[src/rtl/vpu_src_burst_port_ctrl.sv]
// vpu_src_burst_port_ctrl: issues a 1..MAX_BURST beat bank-interleaved SRAM read burst,
// limited by outstanding reads and operand-queue credit, and streams returned data into the queue.
module vpu_src_burst_port_ctrl #(
  parameter int BANK_CNT_LG2 = 2,
  parameter int BANK_DEPTH_LG2 = 10,
  parameter int DATA_WIDTH = 256,
  parameter int MAX_BURST = 8,
  parameter int MAX_OUTSTANDING = 4,
  parameter int QFREE_WIDTH = 5,
  localparam int ADDR_WIDTH = BANK_CNT_LG2 + BANK_DEPTH_LG2,
  localparam int LEN_WIDTH = (MAX_BURST > 1) ? $clog2(MAX_BURST) : 1,
  localparam int CNT_WIDTH = $clog2(MAX_OUTSTANDING + 1)
) (
  input  logic                      clk,
  input  logic                      rst_n,
  input  logic                      valid_i,
  output logic                      ready_o,
  input  logic                      rvalid_i,
  input  logic [ADDR_WIDTH-1:0]     raddr_i,
  input  logic [LEN_WIDTH-1:0]      len_i,
  input  logic                      reset_cmd_i,
  output logic                      done_o,
  output logic                      err_o,
  output logic [DATA_WIDTH-1:0]     wdata_o,
  output logic                      wren_o,
  input  logic [QFREE_WIDTH-1:0]    wrfree_i,
  input  logic                      wrfull_i,
  output logic                      sram_req_o,
  output logic [BANK_CNT_LG2-1:0]   sram_rid_o,
  output logic [BANK_DEPTH_LG2-1:0] sram_addr_o,
  output logic                      sram_reb_o,
  output logic                      sram_rlast_o,
  input  logic                      sram_ack_i,
  input  logic                      sram_rvalid_i,
  input  logic [DATA_WIDTH-1:0]     sram_rdata_i
);
  localparam int BW = LEN_WIDTH + 1;
  typedef enum logic [1:0] {S_IDLE, S_ISSUE, S_DRAIN, S_DONE} state_t;
  state_t                    r_state, w_state_nxt;
  logic [ADDR_WIDTH-1:0]     r_addr, w_base;
  logic [LEN_WIDTH-1:0]      r_len, w_len;
  logic [BW-1:0]             r_iss_cnt, r_ret_cnt, r_lnc_cnt, w_lnc, w_total, w_ret_nxt;
  logic [CNT_WIDTH-1:0]      r_out_cnt, w_eff;
  logic                      r_req, r_reb, r_rlast, r_err;
  logic [BANK_CNT_LG2-1:0]   r_rid;
  logic [BANK_DEPTH_LG2-1:0] r_raddr;
  logic                      w_idle, w_start, w_ret, w_ack, w_room, w_launch, w_last_ack, w_clr, w_err;

  // In IDLE the request inputs stand in for the latched burst so beat 0 can launch immediately.
  always_comb begin
    w_idle     = r_state == S_IDLE;
    w_start    = w_idle && valid_i && rvalid_i;
    w_base     = w_idle ? raddr_i : r_addr;
    w_len      = w_idle ? len_i : r_len;
    w_lnc      = w_idle ? '0 : r_lnc_cnt;
    w_total    = BW'(w_len) + BW'(1);
    w_ret      = sram_rvalid_i && r_out_cnt != '0;
    wren_o     = w_ret && (r_state == S_ISSUE || r_state == S_DRAIN);
    wdata_o    = sram_rdata_i;
    w_eff      = r_out_cnt - CNT_WIDTH'(w_ret);
    w_room     = int'(w_eff) < MAX_OUTSTANDING && int'(w_eff) < int'(wrfree_i);
    w_ack      = r_req && sram_ack_i;
    w_launch   = w_room && w_lnc < w_total && (w_start || (r_state == S_ISSUE && (!r_req || w_ack)));
    w_last_ack = w_ack && r_iss_cnt == BW'(r_len);
    w_ret_nxt  = r_ret_cnt + BW'(wren_o);
    w_clr      = r_state == S_DONE && reset_cmd_i;
    w_err      = (sram_rvalid_i && r_out_cnt == '0) || (wren_o && wrfull_i) || (sram_ack_i && !r_req);
  end

  always_comb begin
    w_state_nxt = r_state;
    case (r_state)
      S_IDLE:  w_state_nxt = valid_i ? (rvalid_i ? S_ISSUE : S_DONE) : S_IDLE;
      S_ISSUE: w_state_nxt = w_last_ack ? S_DRAIN : S_ISSUE;
      S_DRAIN: w_state_nxt = w_ret_nxt == w_total ? S_DONE : S_DRAIN;
      S_DONE:  w_state_nxt = reset_cmd_i ? S_IDLE : S_DONE;
      default: w_state_nxt = S_IDLE;
    endcase
  end

  always_ff @(posedge clk or negedge rst_n) begin
    if (!rst_n) begin
      r_state   <= S_IDLE;
      r_addr    <= '0;
      r_len     <= '0;
      r_iss_cnt <= '0;
      r_ret_cnt <= '0;
      r_lnc_cnt <= '0;
      r_out_cnt <= '0;
      r_err     <= 1'b0;
      r_req     <= 1'b0;
      r_reb     <= 1'b1;
      r_rlast   <= 1'b0;
      r_rid     <= '0;
      r_raddr   <= '0;
    end else begin
      r_state   <= w_state_nxt;
      r_err     <= !w_clr && (r_err || w_err);
      r_out_cnt <= w_clr ? '0 : r_out_cnt + CNT_WIDTH'(w_launch) - CNT_WIDTH'(w_ret);
      r_iss_cnt <= w_clr ? '0 : r_iss_cnt + BW'(w_ack);
      r_ret_cnt <= w_clr ? '0 : w_ret_nxt;
      r_lnc_cnt <= w_clr ? '0 : w_lnc + BW'(w_launch);
      if (w_start) r_len <= len_i;
      if (w_start || w_launch) r_addr <= w_base + ADDR_WIDTH'(w_launch);
      if (w_launch) begin
        r_req   <= 1'b1;
        r_reb   <= 1'b0;
        r_rid   <= w_base[BANK_CNT_LG2-1:0];
        r_raddr <= w_base[ADDR_WIDTH-1:BANK_CNT_LG2];
        r_rlast <= w_lnc == BW'(w_len);
      end else if (w_ack) begin
        r_req   <= 1'b0;
        r_reb   <= 1'b1;
        r_rlast <= 1'b0;
      end
    end
  end

  assign ready_o      = r_state == S_IDLE;
  assign done_o       = r_state == S_DONE;
  assign err_o        = r_err;
  assign sram_req_o   = r_req;
  assign sram_reb_o   = r_reb;
  assign sram_rlast_o = r_rlast;
  assign sram_rid_o   = r_rid;
  assign sram_addr_o  = r_raddr;
endmodule

[config.mk]
export PLATFORM = sky130hd
export DESIGN_NAME = vpu_src_burst_port_ctrl
export DESIGN_NICKNAME = d
export VERILOG_FILES = /design/src/rtl/vpu_src_burst_port_ctrl.sv
export SDC_FILE = /design/constraint.sdc
export NUM_CORES = 1
export LEC_CHECK = 0
export CORE_AREA = 2 2 220 222
export DETAILED_ROUTE_END_ITERATION = 8
export DIE_AREA = 0 0 222 224
export DONT_BUFFER_PORTS = 1
export GPL_TIMING_DRIVEN = 0
export SETUP_SLACK_MARGIN = 0.5
export SLEW_MARGIN = 20
export SYNTH_ARGS = -nofsm -noshare
export SYNTH_HDL_FRONTEND = slang
export SYNTH_SLANG_ARGS = --single-unit
[constraint.sdc]
create_clock -name clk -period 8.9 [get_ports clk]
set_clock_uncertainty 0.05 [all_clocks]
set_input_delay 1.78 -clock clk [delete_from_list [all_inputs] [get_ports clk]]
set_output_delay 1.78 -clock clk [all_outputs]
set_load 0.005 [all_outputs]
# Word-level counts from Yosys, hierarchy flattened
# Index checks and enable logic that the tools add are counted.
# op_classes
add_sub_neg	8
n_eq_ne	6
n_reduce_logical	28
n_lt_le_gt_ge	3
mux	18
# ops
op	n
2-to-1 mux 4 bit	4
logical AND 1 bit	15
adder 12 x 1 -> 12 bit	1
adder 4 x 1 -> 4 bit	3
2-to-1 mux 12 bit	1
equality test 4 x 3 -> 1 bit	2
2-to-1 mux 2 bit	4
case mux 2 bit (4 select lines)	1
logical OR 1 bit	7
2-to-1 mux 1 bit	6
2-to-1 mux 3 bit	2
subtractor 3 x 1 -> 3 bit	2
< comparator 3 x 5 -> 1 bit	1
adder 3 x 1 -> 4 bit (second input constant)	1
equality test 2 bit (second input constant)	2
equality test 4 bit	1
< comparator 4 bit	1
adder 3 x 1 -> 3 bit	1
zero test 3 bit	1
< comparator 3 bit (second input constant)	1
nonzero test 3 bit	1
equality test 2 x 1 -> 1 bit (second input constant)	1
zero test 1 bit	2
zero test 2 bit	1
nonzero test 2 bit	1
# word_totals
wordCells	76
regBits	48

# Longest topological paths before layout
# Gate-level depths: netlist (run 1).
# logic_depth
ltp_word	10
mapped_depth	22

# Worst setup path after synthesis (run 1)
# OpenSTA, ideal clock, no wires.
# synth_timing
kind	input-to-reg
start	input sram_rvalid_i
end	register r_addr[10]
setup_ns	0.067
path_stages	19
t_arrival_ns	5.618
setup_slack_ns	3.165
path_cell_list	nor2b_1 > ha_1 > ha_1 > xor2_1 > ha_1 > a21oi_1 > o21ai_0 > a2111o_1 > or2_1 > buf_4 > buf_6 > inv_1 > ha_1 > ha_1 > inv_1 > a211oi_1 > or4b_2 > o211ai_1 > a22o_1
# synth_via
elab_chain_len	7
word_cells_on_any_way	9
classes_between	add/sub (2); order compare (2); reduce/logical (5)
# synth_rtl
element	line	rtl
from (decl)	34	input logic sram_rvalid_i,
logical AND 1 bit *	57	w_ret = sram_rvalid_i && r_out_cnt != '0;
subtractor 3 x 1 -> 3 bit *	60	w_eff = r_out_cnt - CNT_WIDTH'(w_ret);
< comparator 3 x 5 -> 1 bit or < comparator 3 bit (tied branches)	61	w_room = int'(w_eff) < MAX_OUTSTANDING && int'(w_eff) < int'(wrfree_i);
logical AND 1 bit *	61	
logical AND 1 bit * (2 in series)	63	w_launch = w_room && w_lnc < w_total && (w_start || (r_state == S_ISSUE && (!r_req || w_ack)));
net w_launch	47	logic w_idle, w_start, w_ret, w_ack, w_room, w_launch, w_last_ack, w_clr, w_err;
adder 12 x 1 -> 12 bit or logical OR 1 bit (tied branches)	104	if (w_start || w_launch) r_addr <= w_base + ADDR_WIDTH'(w_launch);
to (signal assigned)	104	
to (decl)	40	logic [ADDR_WIDTH-1:0] r_addr, w_base;
# The timed path passes the listed nets; every way through them passes the cells marked *.
# A chain may end at the register's enable or synchronous reset.

# Final worst setup path (run 1)
# Same ends and word-level chain as after synthesis.

==> results.tsv, run 1 <==
metric	value	unit
placed instance area	5950	um^2
Mapped Area	5180	um^2
vias in the first global route	3467	
VDD IR max	116	uV
post-CTS sizing	0	
Longest Clk Path Bufs	2	
Worst Setup Path Type	primary input to flip-flop	
part of the cycle the worst path needs	69.8	%
grt met2 use	12.5	%
Synth top area share	37.6	%
Worst setup SP type	primary input	
dominant cells by area after synthesis	buf_4 (38%), dfrtp_1 (23%), ha_1 (5.8%)	
Die Height	224	um
sequential share of the synthesized area	23.2	%
async set or reset register ratio after synthesis	100	%
max-cap viol count	0	
clock sink count	48	
RSZ-0062 raised after global routing	false	
first-pass GRT wire length	25.4	mm
DR pass1 iterations	4	
cell leakage power	2.80	nW
Post-synth EDFFs	0	
Post-CTS Hold Buffers	0	
post-route ant nets	0	
Die Width	222	um
Layout Area Growth over Synthesis	18.4	%
CP max FO	10	
Post-Layout Inst Area	6130	um^2
fin nets	911	
# DRC	0	
Fmax	161	MHz
die area	49700	um^2
FF+latch count, synth	48	
fin. max-slew vios	0	
Synthesis Warnings	0	
proportion of layout cells with a drive suffix above 1	49.3	%
post-DR wirelength/cell	16.2	um
DR vias	3933	
Worst EP required	9.08	ns
global routing's busiest layer	met2	
crit path capture type	flip-flop	
area of the core	47300	um^2
grt met1 use	8.44	%
initial drt markers	148	
initial core utilization	10.9	%
H-Tree Depth	2	
Arr. time, crit path	6.39	ns
RD Place Congestion	0.801	
pwr/cell area	248	nW/um^2
CTS buffer count	5	
status	complete, no violations	
later-pin clock latency in the skew report	0.29	ns
Yosys cell types	58	
utilization after layout	12.9	%
GR Util All Layers	7.04	%
largest net degree at the start of global routing	49	
initial antenna violation count	1	
Root Driver	clkbuf_16	
count leader, synth	buf_4	
n_diodes	0	
M3 GR Usage	2.32	%
Overflow after GRT	0	
syn_nets	904	
setup tns final	0	ns
final wirelength	19.7	mm
dominant synthesized flop cell	dfrtp_1	
Reg clk slew, reported paths	0.07	ns
CTS tree	done	
Period minus WS final	6.21	ns
Yosys top cell by area	buf_4	
Final Hold Viols	0	
boundary pin count	559	
Slew headroom	33.8	%
cell count after synthesis	595	
FP Rows	80	
worst hold path class	flip-flop to flip-flop	
Setup-failing EPs final	0	
Post-synth top cells	buf_4 (259), dfrtp_1 (47), ha_1 (24), inv_1 (21), o21ai_0 (21)	
vias per cell	3.23	
syn avg cell area	8.70	um^2
hpwl dp	17.2	mm
# port buffers	0	
Post-CTS Setup Bufs	0	
pin slew with the least headroom to its limit	0.994	ns
==> registers in the layout, indices dropped and copies added (netlist names) <==
name,cells
r_state,2
r_addr,12
sram_rid_o,2
sram_addr_o,10
r_lnc_cnt,4
r_out_cnt,3
sram_reb_o,1
sram_rlast_o,1
r_iss_cnt,4
r_len,3
r_ret_cnt,4
err_o,1
sram_req_o,1
==> through the flow <==
stage / hold slack (ns) / cells / setup WS, ns / total power [mW]
2_1_floorplan: 0.427 / 595 / 3.17 / 1.05
3_3_place_gp: 0.438 / 1210 / 2.44 / 1.29
3_5_place_dp: 0.446 / 1210 / 2.38 / 1.30
4_1_cts: 0.462 / 1218 / 2.69 / 1.54
5_1_grt: 0.469 / 1218 / 2.36 / 1.65
6_report: 0.455 / 1218 / 2.69 / 1.52
==> area by class of cell <==
type / count / area (um^2)
plain buffers: 270 / 2000
clock buffers: 7 / 153
clock inverters: 1 / 30.0
fillers: 5364 / 41200
inverters: 21 / 78.8
multi-input cells: 256 / 1900
flip-flops and latches: 48 / 1200
well taps: 615 / 769
==> worst paths after layout <==
| check | from | endpoint | slack (ns) | depth (start not counted) |
|---|---|---|---|---|
| max | sram_rvalid_i | r_addr[10] | 2.69 | 19 |
| min in group asynchronous | rst_n | err_o | 1.12 | 0 |
| max reg2reg | r_state[0] | r_addr[10] | 3.12 | 21 |
| min | r_addr[0] | r_addr[0] | 0.46 | 1 |
| min reg2reg | r_addr[0] | r_addr[0] | 0.46 | 1 |
| max in group asynchronous | rst_n | sram_reb_o | 7.50 | 0 |
==> cell usage in the layout, fill, tap and decap left out, drive strengths merged, types with 5 or more instances in the layout <==
cell type,instances
a21oi,11
and2,12
buf,265
clkbuf,12
dfrtp,47
ha,24
inv,21
mux2,17
mux2i,5
nand2,19
nand3,9
nor2,19
nor2b,7
nor3,7
nor4,5
o21ai,27
xnor2,13
xor2,9
==> power breakdown <==
| group | switching [mW] | leakage, nW | internal, mW | total, mW |
|---|---|---|---|---|
| registers | 0.108 | 0.594 | 0.317 | 0.425 |
| logic | 0.467 | 2.11 | 0.392 | 0.860 |
| clock network | 0.0875 | 0.0901 | 0.148 | 0.236 |
| total | 0.663 | 2.80 | 0.857 | 1.52 |
==> per-layer routing <==
metal	wire, um	vias to the layer above	share of wire [%]
li1	-	1756	-
met1	7500	1885	38
met2	10200	280	52
met3	1860	12	9.4
met4	131	0	0.66
met5	0	-	0
==> logic make-up after synthesis <==
logic type,share of synthesized area [%]
compound gates,10.8
xor+xnor,3.72
fa+ha+maj,6.19
buf+inv,40.1
flops,23.2
mux,5.03
simple gates,10.9
==> critical path, cell delays in order <==
cell and delay (ns):
nor2b_1 0.33, ha_1 0.23, ha_1 0.16, xor2_1 0.33
ha_1 0.32, a21oi_1 0.13, o21ai_0 0.15, a2111o_1 0.53
or2_1 0.26, buf_4 0.19, buf_6 0.16, inv_1 0.09
ha_1 0.20, ha_1 0.28, inv_1 0.10, a211oi_1 0.29
or4b_2 0.62, o211ai_1 0.12, a22o_1 0.15
(Power assumes the default switching activity.)
==> inputs of run 2 (changes only) <==
Clock period 8.9 ns to 5.6 ns, I/O delays scaled along.
==> results.tsv, run 2 (same netlist as run 1, synthesis figures left out) <==
metric	value	unit	change
die area	49700	um^2	unchanged
Reg clk slew, reported paths	0.07	ns	about the same
clock sink count	48		unchanged
grt met1 use	8.46	%	+0.017 points
cell leakage power	2.83	nW	+1.1%
CP delay by family, top	buffers and inverters		
fillers	5353		-0.21%
Worst setup SP type	flip-flop		
max-cap viol count	0		unchanged
Layout Area Growth over Synthesis	20.4	%	
largest net degree at the start of global routing	49		unchanged
CTS tree	done		
Post-CTS Hold Buffers	0		unchanged
# port buffers	0		unchanged
Die Height	224	um	unchanged
Worst Path Buf+Inv	10		+6
CTS buffer count	5		unchanged
# DRC	0		unchanged
RSZ-0062 raised after global routing	false		
Biggest register	r_addr		
Worst Setup Path Type	flip-flop to flip-flop		
CP max FO	10		unchanged
vias per cell	3.24		+0.48%
Longest Clk Path Bufs	2		unchanged
global routing's busiest layer	met2		
DR vias	3965		+0.81%
fin. max-slew vios	0		unchanged
Fmax	205	MHz	
boundary pin count	559		unchanged
n_diodes	0		unchanged
max reg flops	12		unchanged
later-pin clock latency in the skew report	0.29	ns	about the same
pwr/cell area	400	nW/um^2	+61%
Worst EP required	5.78	ns	-3.30 ns
part of the cycle the worst path needs	86.9	%	
RD Place Congestion	0.801		unchanged
CP peak stage delay	0.60	ns	-0.02 ns
worst hold path class	primary input to async pin		
status	complete, no violations		
most common cell after layout, fill and taps aside	buf_4		
initial drt markers	184		+24%
hpwl dp	17.2	mm	unchanged
Worst path depth	21		+2
setup slack, reg-to-reg	0.73	ns	-2.39 ns
critical-path cell list	inv_1 -> ha_4 -> buf_6 -> buf_4 -> buf_4 -> buf_4 -> buf_4 -> nor2b_1 -> ha_1 -> a2111o_1 -> or2_1 -> buf_4 -> buf_6 -> inv_1 -> ha_1 -> ha_2 -> inv_1 -> a211oi_2 -> or4b_2 -> o211ai_1 -> a22o_1		
Period minus WS final	4.87	ns	
VDD IR max	194	uV	+67%
H-Tree Depth	2		unchanged
crit path capture type	flip-flop		
Die Width	222	um	unchanged
initial antenna violation count	1		unchanged
Reg2Reg Depth	21		unchanged
final wirelength	19.8	mm	+0.46%
Final Hold Viols	0		unchanged
initial core utilization	10.9	%	unchanged
hold_ws	0.455	ns	+0.000117 ns
post-DR wirelength/cell	16.2	um	+0.13%
Setup-failing EPs final	0		unchanged
Arr. time, crit path	5.05	ns	-1.34 ns
M3 GR Usage	2.23	%	-0.092 points
grt met2 use	12.6	%	+0.13 points
DR pass1 iterations	4		unchanged
proportion of layout cells with a drive suffix above 1	50.9	%	+1.7 points
post-route ant nets	0		unchanged
pin slew with the least headroom to its limit	0.954	ns	-0.0402 ns
Layout Cells excl Fill	1222		+0.33%
post-placement cell count	1210		unchanged
area of the core	47300	um^2	unchanged
Overflow after GRT	0		unchanged
GR Util All Layers	7.06	%	+0.025 points
most used cell, CP	buf_4		
vias in the first global route	3509		+1.2%
Worst path slowest cell	or4b_2		
FP Rows	80		unchanged
most frequent cells in the layout	buf_4 (266), dfrtp_1 (47), ha_1 (22), inv_1 (21), o21ai_0 (20)		
fin nets	915		+0.44%
Root Driver	clkbuf_16		
Slew headroom	36.4	%	+2.7 points
first-pass GRT wire length	25.5	mm	+0.49%
==> run 2: changes by cell type in the layout (fill, tap and decap cells not counted), sizes merged <==
cell	delta
buf	+4
==> run 2: worst paths after layout <==
kind,to,startpoint
max,r_addr[10],r_state[0]
min,err_o,rst_n
max reg2reg,r_addr[10],r_state[0]
min reg2reg,r_addr[0],r_addr[0]
max in group asynchronous,sram_reb_o,rst_n
min in group clk,r_addr[0],r_addr[0]
==> run 2: final cells by class <==
type / instances / area (um^2) / area share (%)
plain buffers: 270 / 2010 / 32.3
clock inverters: 1 / 30.0 / 0.482
flip-flops and latches: 48 / 1200 / 19.3
inverters: 21 / 78.8 / 1.26
well taps: 615 / 769 / 12.3
repair buffers: 4 / 30.0 / 0.482
multi-input cells: 256 / 1960 / 31.4
clock buffers: 7 / 153 / 2.45
==> run 2: where the power goes <==
part	leakage [nW]	switching, mW	internal (mW)
registers	0.594	0.182	0.503
clock network	0.0901	0.140	0.236
logic	2.14	0.757	0.673
total	2.83	1.08	1.41
==> run 2: timing repair <==
action,CTS,global route
buffers inserted,2,2
gates resized for setup,11,9
setup endpoints to repair,9,4
pin swaps,1,1
==> run 2: through the flow <==
step	area, um^2	total power, mW	setup TNS (ns)	setup slack, ns	utilization (%)
after floorplan	5180	1.67	0	0.525	-
after global placement	5950	2.05	-0.378	-0.204	12.6
after detailed placement	5950	2.07	-0.597	-0.263	12.6
after CTS	6190	2.50	0	0.563	13.1
after global routing	6230	2.70	0	0.498	13.2
final	6230	2.49	0	0.733	13.2
==> run 2: layer usage <==
metal  routed length (um)  part of all wire, %
met1                 7470                   38
met4                  155                 0.78
met3                 1930                  9.7
met5                    0                    0
met2                10300                   52
